### src/rtl/cpu_run_sequencer.sv
// CPU start-up sequencer: hold core in reset, preload register file with indices, run, drain, done.
// Optional writeback trace FIFO enabled by defining CPU_RUN_SEQ_TRACE_EN.
`timescale 1ns/1ps
module cpu_run_sequencer #(
  parameter int unsigned DATA_WIDTH   = 32,
  parameter int unsigned REG_COUNT    = 32,
  parameter int unsigned ADDR_WIDTH   = 5,
  parameter int unsigned RESET_CYCLES = 1,
  parameter int unsigned RUN_CYCLES   = 20,
  parameter int unsigned DRAIN_CYCLES = 6,
  parameter int unsigned TRACE_DEPTH  = 16
) (
  input  logic                  clock,
  input  logic                  reset,
  input  logic                  start,
  output logic                  cpu_rst_n,
  output logic                  rf_we,
  output logic [ADDR_WIDTH-1:0] rf_waddr,
  output logic [DATA_WIDTH-1:0] rf_wdata,
  input  logic                  wb_valid,
  input  logic [ADDR_WIDTH-1:0] wb_addr,
  input  logic [DATA_WIDTH-1:0] wb_data,
  output logic                  busy,
  output logic                  done,
  output logic [31:0]           cycle_count,
  output logic [15:0]           wb_count,
  input  logic                  trace_rd,
  output logic                  trace_valid,
  output logic [ADDR_WIDTH-1:0] trace_addr,
  output logic [DATA_WIDTH-1:0] trace_data,
  output logic                  trace_overflow
);

  localparam int unsigned PAD = DATA_WIDTH - ADDR_WIDTH;

  typedef enum logic [2:0] {
    S_IDLE,
    S_HOLD,
    S_PRELOAD,
    S_RUN,
    S_DRAIN,
    S_DONE
  } state_t;

  state_t      state, state_n;
  logic [31:0] cnt, cnt_n;
  logic        launch;
  logic        wb_hit;

  assign wb_hit = (state == S_RUN) && wb_valid && (wb_addr != '0);

  always_comb begin
    state_n = state;
    cnt_n   = cnt;
    launch  = 1'b0;
    case (state)
      S_IDLE, S_DONE: begin
        if (start) begin
          state_n = S_HOLD;
          cnt_n   = '0;
          launch  = 1'b1;
        end
      end
      S_HOLD: begin
        if (cnt == RESET_CYCLES - 1) begin
          state_n = S_PRELOAD;
          cnt_n   = '0;
        end else begin
          cnt_n = cnt + 32'd1;
        end
      end
      S_PRELOAD: begin
        if (cnt == REG_COUNT - 1) begin
          state_n = S_RUN;
          cnt_n   = '0;
        end else begin
          cnt_n = cnt + 32'd1;
        end
      end
      S_RUN: begin
        if (cnt == RUN_CYCLES - 1) begin
          state_n = S_DRAIN;
          cnt_n   = '0;
        end else begin
          cnt_n = cnt + 32'd1;
        end
      end
      S_DRAIN: begin
        if (cnt == DRAIN_CYCLES - 1) begin
          state_n = S_DONE;
          cnt_n   = '0;
        end else begin
          cnt_n = cnt + 32'd1;
        end
      end
      default: begin
        state_n = S_IDLE;
        cnt_n   = '0;
      end
    endcase
  end

  // Outputs are decoded from the next state so they change on the same edge as the state.
  always_ff @(posedge clock) begin
    if (reset) begin
      state       <= S_IDLE;
      cnt         <= '0;
      cpu_rst_n   <= 1'b0;
      rf_we       <= 1'b0;
      rf_waddr    <= '0;
      rf_wdata    <= '0;
      busy        <= 1'b0;
      done        <= 1'b0;
      cycle_count <= '0;
      wb_count    <= '0;
    end else begin
      state     <= state_n;
      cnt       <= cnt_n;
      cpu_rst_n <= (state_n == S_RUN);
      rf_we     <= (state_n == S_PRELOAD);
      rf_waddr  <= (state_n == S_PRELOAD) ? cnt_n[ADDR_WIDTH-1:0] : '0;
      rf_wdata  <= (state_n == S_PRELOAD) ? {{PAD{1'b0}}, cnt_n[ADDR_WIDTH-1:0]} : '0;
      busy      <= (state_n != S_IDLE) && (state_n != S_DONE);
      done      <= (state_n == S_DONE);
      if (launch) begin
        cycle_count <= '0;
        wb_count    <= '0;
      end else begin
        if (state == S_RUN) begin
          cycle_count <= cycle_count + 32'd1;
        end
        if (wb_hit && (wb_count != '1)) begin
          wb_count <= wb_count + 16'd1;
        end
      end
    end
  end

`ifdef CPU_RUN_SEQ_TRACE_EN
  localparam int unsigned TW = $clog2(TRACE_DEPTH);

  logic [ADDR_WIDTH+DATA_WIDTH-1:0] mem [TRACE_DEPTH];
  logic [TW:0] wr_ptr, rd_ptr;
  logic        fifo_empty, fifo_full, pop, push;

  assign fifo_empty = (wr_ptr == rd_ptr);
  assign fifo_full  = (wr_ptr[TW] != rd_ptr[TW]) && (wr_ptr[TW-1:0] == rd_ptr[TW-1:0]);
  assign pop        = trace_rd && !fifo_empty;
  // A pop in the same cycle frees the slot, so a push into a full FIFO is accepted then.
  assign push       = wb_hit && (!fifo_full || pop);

  always_ff @(posedge clock) begin
    if (reset || launch) begin
      wr_ptr         <= '0;
      rd_ptr         <= '0;
      trace_overflow <= 1'b0;
    end else begin
      if (pop) begin
        rd_ptr <= rd_ptr + 1'b1;
      end
      if (push) begin
        wr_ptr <= wr_ptr + 1'b1;
      end
      if (wb_hit && fifo_full && !pop) begin
        trace_overflow <= 1'b1;
      end
    end
  end

  always_ff @(posedge clock) begin
    if (push) begin
      mem[wr_ptr[TW-1:0]] <= {wb_addr, wb_data};
    end
  end

  assign trace_valid = !fifo_empty;
  assign {trace_addr, trace_data} = fifo_empty ? '0 : mem[rd_ptr[TW-1:0]];
`else
  logic unused_trace;

  assign unused_trace   = ^{trace_rd, wb_data, TRACE_DEPTH};
  assign trace_valid    = 1'b0;
  assign trace_addr     = '0;
  assign trace_data     = '0;
  assign trace_overflow = 1'b0;
`endif

endmodule

### config.mk
export PLATFORM = sky130hd
export DESIGN_NAME = cpu_run_sequencer
export DESIGN_NICKNAME = d
export VERILOG_FILES = /design/src/rtl/cpu_run_sequencer.sv
export SDC_FILE = /design/constraint.sdc
export NUM_CORES = 1
export LEC_CHECK = 0
export CORE_MARGIN = 10
export CORE_UTILIZATION = 46
export CTS_CLUSTER_DIAMETER = 30
export DETAILED_ROUTE_END_ITERATION = 8
export GPL_TIMING_DRIVEN = 0
export HOLD_SLACK_MARGIN = 0.02
export PLACE_DENSITY = 0.91
export SYNTH_ARGS = -nofsm -noshare
export SYNTH_HDL_FRONTEND = slang
export SYNTH_SLANG_ARGS = --single-unit
export TNS_END_PERCENT = 30
### constraint.sdc
create_clock -name clock -period 2.6 [get_ports clock]
set_clock_uncertainty 0.05 [all_clocks]
set_input_delay 0.65 -clock clock [delete_from_list [all_inputs] [get_ports clock]]
set_output_delay 0.65 -clock clock [all_outputs]
set_load 0.02 [all_outputs]
* Word-level counts from Yosys, hierarchy flattened
Cells that the tools add are included.
** Cells by class
- $add $sub $neg :: 3
- Equality and inequality tests :: 14
- Mux-type cells :: 14
- Bitwise gates (word level) :: 1
- Reduce and logical (&&, ||, !) cells :: 11
** Operator list (count)
- 2-to-1 mux 32 bit :: 5
- case mux 32 bit (5 select lines) :: 1
- adder 32 x 1 -> 32 bit, second input constant :: 2
- equality test 32 x 5 -> 1 bit, second input constant :: 2
- equality test 32 x 3 -> 1 bit, second input constant :: 1
- zero test 32 bit :: 1
- adder 16 x 1 -> 16 bit, second input constant :: 1
- inequality test 16 bit, second input constant :: 1
- 2-to-1 mux 3 bit :: 5
- case mux 3 bit (5 select lines) :: 1
- equality test 3 x 2 -> 1 bit, second input constant :: 4
- equality test 3 bit, second input constant :: 3
- OR reduction 2 bit :: 3
- nonzero test 5 bit :: 1
- logical AND 1 bit :: 4
- equality test 3 x 1 -> 1 bit, second input constant :: 1
- zero test 3 bit :: 1
- inequality test 3 bit, second input constant :: 1
- nonzero test 3 bit :: 1
- 2-to-1 mux 1 bit :: 2
- inequality test 2 bit, second input constant :: 1
- inverter 1 bit :: 1
** Storage, ports and cells
- Register bits :: 119
- Word-level logic and storage cells :: 54

* Longest topological paths before layout
Gate-level depths: netlist of run 1.
- Word-level depth :: 6
- Gate-level depth with buffers :: 9
- Depth with buffers taken out :: 8

* Worst setup path before layout of run 1
OpenSTA, ideal clock, no wires.
- Path kind :: input to register
- Start point :: input port start
- End point :: register cnt[25]
- Setup time :: 0.115 ns
- Arrival :: 1.943 ns
- Path slack :: 0.493 ns
- Stages :: 6
- Cells stage by stage :: nor2_1 > a2111oi_4 > nor3b_4 > and4_1 > xnor2_1 > nor2_1
** Between the ends
- Word-level cells in the longest chain between the ends :: 1
** Ends and longest elaborated chain
- from (decl) :: line 15 : input logic start,
- inequality test 2 bit (no line)
- to (signal assigned) :: line 118 : cnt <= cnt_n;
- to (decl) :: line 46 : logic [31:0] cnt, cnt_n;
No other way between the ends.
A chain may end at the register's enable or synchronous reset.

* Worst setup path in the final report of run 1
Ends and elaborated chain as after synthesis.

==> results of run 1 <==
## critical path, cell delays in order
cell and delay [ps]:
clkdlybuf4s50_1 540, nor2_1 150, a2111oi_4 510, nor3b_4 430, and4_1 260, xnor2_1 110, nor2_1 50
## power by group through the flow
stage | clock, mW | combinational (mW) | sequential [mW]
6_report | 1.00 | 0.396 | 1.43
5_1_grt | 1.09 | 0.429 | 1.43
4_1_cts | 1.02 | 0.385 | 1.43
3_5_place_dp | 0 | 0.382 | 1.46
3_3_place_gp | 0 | 0.378 | 1.46
2_1_floorplan | 0 | 0.304 | 1.47
## cell usage after synthesis, drive strengths merged (8+ instances only)
cell type and instances:
a21oi 14, and4 15, buf 80, clkbuf 9, dfxtp 92, inv 13
nand2 28, nand3 32, nand4 23, nor2 93, nor3 12, nor4 8
o21ai 17, or3 9, xnor2 29, xor2 33
## routing by layer
layer,vias to the layer above,GRT usage [%],wire length (um)
li1,2123,-,-
met1,1978,16.4,4910
met2,113,24.7,5720
met3,19,4.30,624
met4,0,4.59,223
met5,-,0,0
## per-stage QoR
stage	hold slack [ps]	setup WS [ps]	std cells	power, mW	TNS (ps)
after detailed placement	426	-340	845	1.85	-5790
after global placement	418	-331	845	1.84	-5240
final	441	93.6	864	2.83	0
after global routing	465	4.56	864	2.95	0
after CTS	439	56.4	861	2.84	0
after floorplan	406	493	635	1.77	0
## cell type report
cell class | count | area, um^2 | share of cell area, %
inverters | 13 | 48.8 | 0.767
plain buffers | 89 | 648 | 10.2
flip-flops and latches | 92 | 1840 | 28.9
clock buffers | 9 | 124 | 1.95
multi-input cells | 441 | 2720 | 42.8
repair buffers | 73 | 723 | 11.4
well taps | 140 | 175 | 2.75
clock inverters | 7 | 81.3 | 1.28
## timing repair
| item | CTS | global route |
|---|---|---|
| gates resized for setup | 0 | 3 |
| setup buffers | 0 | 3 |
| setup endpoints to repair | 0 | 33 |
## placed cells by master, fill, tap and decap left out, types with 13 or more instances in the layout
cell type	netlist	routed
conb_1	1	66
o21ai_0	15	15
buf_4	73	76
and4_1	14	14
nand4_1	22	22
dfxtp_1	92	92
xnor2_1	28	28
a21oi_1	14	14
xor2_1	33	33
inv_1	13	13
nand2_1	28	28
clkdlybuf4s50_1	0	70
nand3_1	31	31
nor2_1	83	83
## path summary, 6_finish.rpt
path	start	end
setup / recovery	start	cnt[25]$_SDFFE_PP0P_
hold / removal	cnt[28]$_SDFFE_PP0P_	cnt[28]$_SDFFE_PP0P_
hold reg to reg	cnt[28]$_SDFFE_PP0P_	cnt[28]$_SDFFE_PP0P_
setup reg to reg	cnt[24]$_SDFFE_PP0P_	cnt[12]$_SDFFE_PP0P_
## cells by family after synthesis
group           after synthesis
buf+inv                     102
xor+xnor                     62
fa+ha+maj                     5
mux                           3
flops                        92
simple gates                251
compound gates               54
other cells                   1
## flip-flops by register name, indices dropped and copies added, names as in the netlist
name,count
state,3
cycle_count,32
rf_wdata,5
wb_count,16
done,1
busy,1
cnt,32
rf_we,1
cpu_rst_n,1
==> impl_metrics.toml, run 1 <==
[cts]
tritoncts_clock_tree = "done"
clk-insertion-delay-late_ps = 360
clock_tree.root_cell = "clkbuf_8"
h_tree_depth = 3
cts_hold_buf = 0
number_of_cts_inserted_buffers = 9
max-clock-path-buffers = 2
cts.sinks = 92
clk_pin_slew_worst_paths_ps = 90

[critical_path]
crit_type = "in2reg"
rrSetupSlack_ps = 150
cp-start-kind = "input port"
worst-endpoint-arrival_ps = 2710
endpoint_kind = "register"
timing.reg2reg.worst_path_depth = 7
critical_path_required_ps = 2800
worst-path-max-fanout = 7

[pwr]
max_ir_drop_vdd_mv = 0.254
clock_power_share_pct = 35.4
p_int_mw = 2.03
swShare_pct = 28.2
share_seq_of_total_power_pct = 50.6
power.leakage_nw = 2.45
share_comb_of_total_power_pct = 14.0
power_per_cell_area_nw_per_um2 = 445
total_switching_power_uw = 797

[yosys]
synth_seq_cells = 92
share_of_yosys_cell_area_claimed_by_the_top_area_cell_type_pct = 36.8
post_synth_xor_area_fraction_pct = 11.0
synth_largest_area_cell = "dfxtp_1"
synthDistinctLibCells = 63
ys_dominant_reg_cell = "dfxtp_1"
synth_simple_gate_area_share_pct = 28.3
yosys-top-cells-area = "dfxtp_1 (37%), buf_4 (11%), nor2_1 (6.2%)"
synth_top_family_by_area = "simple AND/OR/NAND/NOR gates"
synthCells = 570
area_fraction_in_compound_gates_after_synthesis_pct = 8.09
synthesis.area_per_instance_um2 = 8.79
synth_sequential_area_ratio_pct = 36.8
post_synth_instance_area_um2 = 5010
synth_edf_count = 0
synth_warnings = 0
post_synth_fa_ha_maj_area_fraction_pct = 1.25
muxShareOfSynthArea_pct = 0.600
async_flop_share_pct = 0

[cells_and_area]
flow.area_growth_from_synthesis_pct = 27.0
post_route_cells_drive_above_1_share_pct = 18.9
finalNetCount = 766
finish.instance_area_um2 = 6360
fillCellCount = 921
antenna_cells_inserted = 0
post-route-util_pct = 59.2

[grt]
vias_in_the_first_global_route = 4050
gr-usage-all-layers_pct = 14.3
grt_first_pass_wirelength_mm = 19.3
grt.overflow.total = 0
grt_max_degree = 18
grt_antenna_before_repair = 0

[routing]
detailroute.via_count = 4233
postRouteWirelength_mm = 11.5
vias_per_cell = 4.90
routed_wire_length_per_instance_um = 13.3
antenna_violating_nets_post_route = 0
drc = 0
firstDrtPassIters = 4
initialDrtViolationCount = 373

[timing]
report.final.slew_viol_count = 0
rsz_0062_raised_after_global_routing = "no"
post-route-period-util_pct = 96.4
timing.final.setup_violations = 0
finalHoldViolCount = 0
worst_slew_margin_rel_pct = 30.8
tightestPinTransition_ps = 1030
fmax_mhz = 399
finalCriticalPeriod_ps = 2510

[floorplanning]
num_io_pins = 170
site_rows = 38
initial_utilization_pct = 46.6
fp.dieH_um = 124
core_region_area_um2 = 10700
design.die.area_um2 = 15500
chipWidth_um = 124

[place]
placement.cell_area_um2 = 6130
routabilityCongestion = 0.882
place.port_buffers = 70
detailed_place_hpwl_mm = 8.91

[worst_hold_path]
min-delay-path-class = "reg2reg"
min_path_cells = 2

[run]
max_cap_violations = 0

[run_status]
outcome = "complete, no violations"
No activity file was read; power rests on OpenSTA's default activity.
==> inputs of run 2 (changes only) <==
- ABC_CLOCK_PERIOD_IN_PS: default -> 2600
- CELL_PAD_IN_SITES_DETAIL_PLACEMENT: default -> 1
- CELL_PAD_IN_SITES_GLOBAL_PLACEMENT: default -> 2
- CORE_UTILIZATION: 46 -> 26
- PLACE_DENSITY: 0.91 -> 0.9
- TNS_END_PERCENT: 30 -> 20
==> run 2 against run 1 <==
Non-clock buffer count is 5 higher; global-route usage down 3.8 points; design area rose by 5.9%.
==> impl_metrics.toml, run 2 (synthesis gave the netlist of run 1 again) <==
[cells_and_area]
sequential_cell_area_um2 = 1840
fillCellCount = 2255
finalNonFillerCells = 989
flow.area_growth_from_synthesis_pct = 34.5
layout_common_cells = "dfxtp_1 (92), nor2_1 (82), buf_4 (81)"
finalNetCount = 771
reg.largest.list = "cnt (32), cycle_count (32), wb_count (16)"
post_route_cells_drive_above_1_share_pct = 19.8
antenna_cells_inserted = 0
multi_input_comb_area_um2 = 2740
most_common_cell_after_layout_fill_and_taps_aside = "dfxtp_1"

[routing]
vias_per_cell = 4.33
detailroute.via_count = 4280
postRouteWirelength_mm = 13.6
routed_wire_length_per_instance_um = 13.8
antenna_violating_nets_post_route = 0
drc = 0
firstDrtPassIters = 4
initialDrtViolationCount = 221

[grt]
gr-usage-all-layers_pct = 10.4
grt_antenna_before_repair = 0
grt_max_degree = 17
vias_in_the_first_global_route = 4281
grt.overflow.total = 0
grt_first_pass_wirelength_mm = 22.2

[critical_path]
worst-endpoint-arrival_ps = 2640
endpoint_kind = "register"
crit_chain = "nor4_2 -> nand4_1 -> o31ai_4 -> buf_4 -> nand3_4 -> o21ai_4 -> buf_6 -> nor2_2"
cp-start-kind = "register"
worst-path-max-fanout = 10
crit_path_max_incr_delay_ps = 430
crit_type = "reg2reg"
critical_path_required_ps = 2800
crit_family = "simple AND/OR/NAND/NOR gates"
critical_path.n_buffers_inverters = 2
cpMaxStageDelayCell = "nor4_2"

[cts]
clk-insertion-delay-late_ps = 350
number_of_cts_inserted_buffers = 9
tritoncts_clock_tree = "done"
h_tree_depth = 3
clk_pin_slew_worst_paths_ps = 70
cts.sinks = 92
clock_tree.root_cell = "clkbuf_16"
max-clock-path-buffers = 2
cts_hold_buf = 0

[floorplanning]
initial_utilization_pct = 26.6
design.die.area_um2 = 25200
fp.dieH_um = 159
site_rows = 50
chipWidth_um = 159
num_io_pins = 170
core_region_area_um2 = 18800

[pwr]
power.leakage_nw = 2.56
p_total_mw = 3.48
max_ir_drop_vdd_mv = 0.269
power_per_cell_area_nw_per_um2 = 517

[timing]
setup_ws_ps = 151
finalHoldViolCount = 0
worst_slew_margin_rel_pct = 19.0
tightestPinTransition_ps = 1210
report.final.slew_viol_count = 0
hold-worst-slack_ps = 440
timing.final.setup_violations = 0
post-route-period-util_pct = 94.2
finalCriticalPeriod_ps = 2450
fmax_mhz = 408

[place]
dpl.cell_count = 965
routabilityCongestion = 0.769
detailed_place_hpwl_mm = 10.3
dp_worst_setup_slack_ps = -414
place.port_buffers = 70

[worst_hold_path]
min-delay-path-class = "reg2reg"

[run]
max_cap_violations = 0

[run_status]
outcome = "complete, no violations"
[run 2: worst register-to-register path, stage by stage, from the launching register on]
cell     delay [ps]
dfxtp_1         350
nor4_2          430
nand4_1         310
o31ai_4         280
buf_4           210
nand3_4         130
o21ai_4         300
buf_6           220
nor2_2           60
[run 2: worst paths after layout]
check / slack [ps] / depth (start not counted) / endpoint / start
max reg2reg: 150 / 8 / cnt[17]$_SDFFE_PP0P_ / cnt[25]$_SDFFE_PP0P_
min reg2reg: 440 / 2 / cnt[28]$_SDFFE_PP0P_ / cnt[28]$_SDFFE_PP0P_
min: 440 / 2 / cnt[28]$_SDFFE_PP0P_ / cnt[28]$_SDFFE_PP0P_
max: 150 / 8 / cnt[17]$_SDFFE_PP0P_ / cnt[25]$_SDFFE_PP0P_
[run 2: power by group]
part | switching [mW] | internal, mW | leakage (nW)
Combinational | 0.257 | 0.153 | 1.64
Sequential | 0.0106 | 1.42 | 0.742
Clock | 0.594 | 1.04 | 0.177
Total | 0.862 | 2.62 | 2.56
[run 2: timing repair]
action,in CTS,in global routing
hold endpoints to repair,0,0
setup buffers,0,8
pin swaps,1,3
setup endpoints to repair,23,46
gates cloned,0,0
gates resized for setup,2,6
[run 2: cell type report]
type | instances | share of cell area [%]
tap | 260 | 4.83
timing repair buffer | 78 | 11.3
sequential | 92 | 27.3
buffer | 89 | 9.64
multi-input combinational | 441 | 40.7
inverter | 13 | 0.724
clock inverter | 7 | 2.15
clock buffer | 9 | 3.34
[run 2: through the flow]
step	utilization, %	TNS, ps	area [um^2]
after floorplan	-	0	5250
after detailed placement	33.3	-12200	6280
after global routing	35.8	-124	6740
after CTS	35.3	0	6660
final	35.8	0	6740
after global placement	33.3	-11240	6280
[run 2: metal layers]
metal,up-vias,track usage (%),share of wire [%]
met1,2041,12.6,46
li1,2137,-,-
met5,-,0,0
met3,17,2.89,3.9
met4,0,2.98,1.3
met2,85,17.6,49
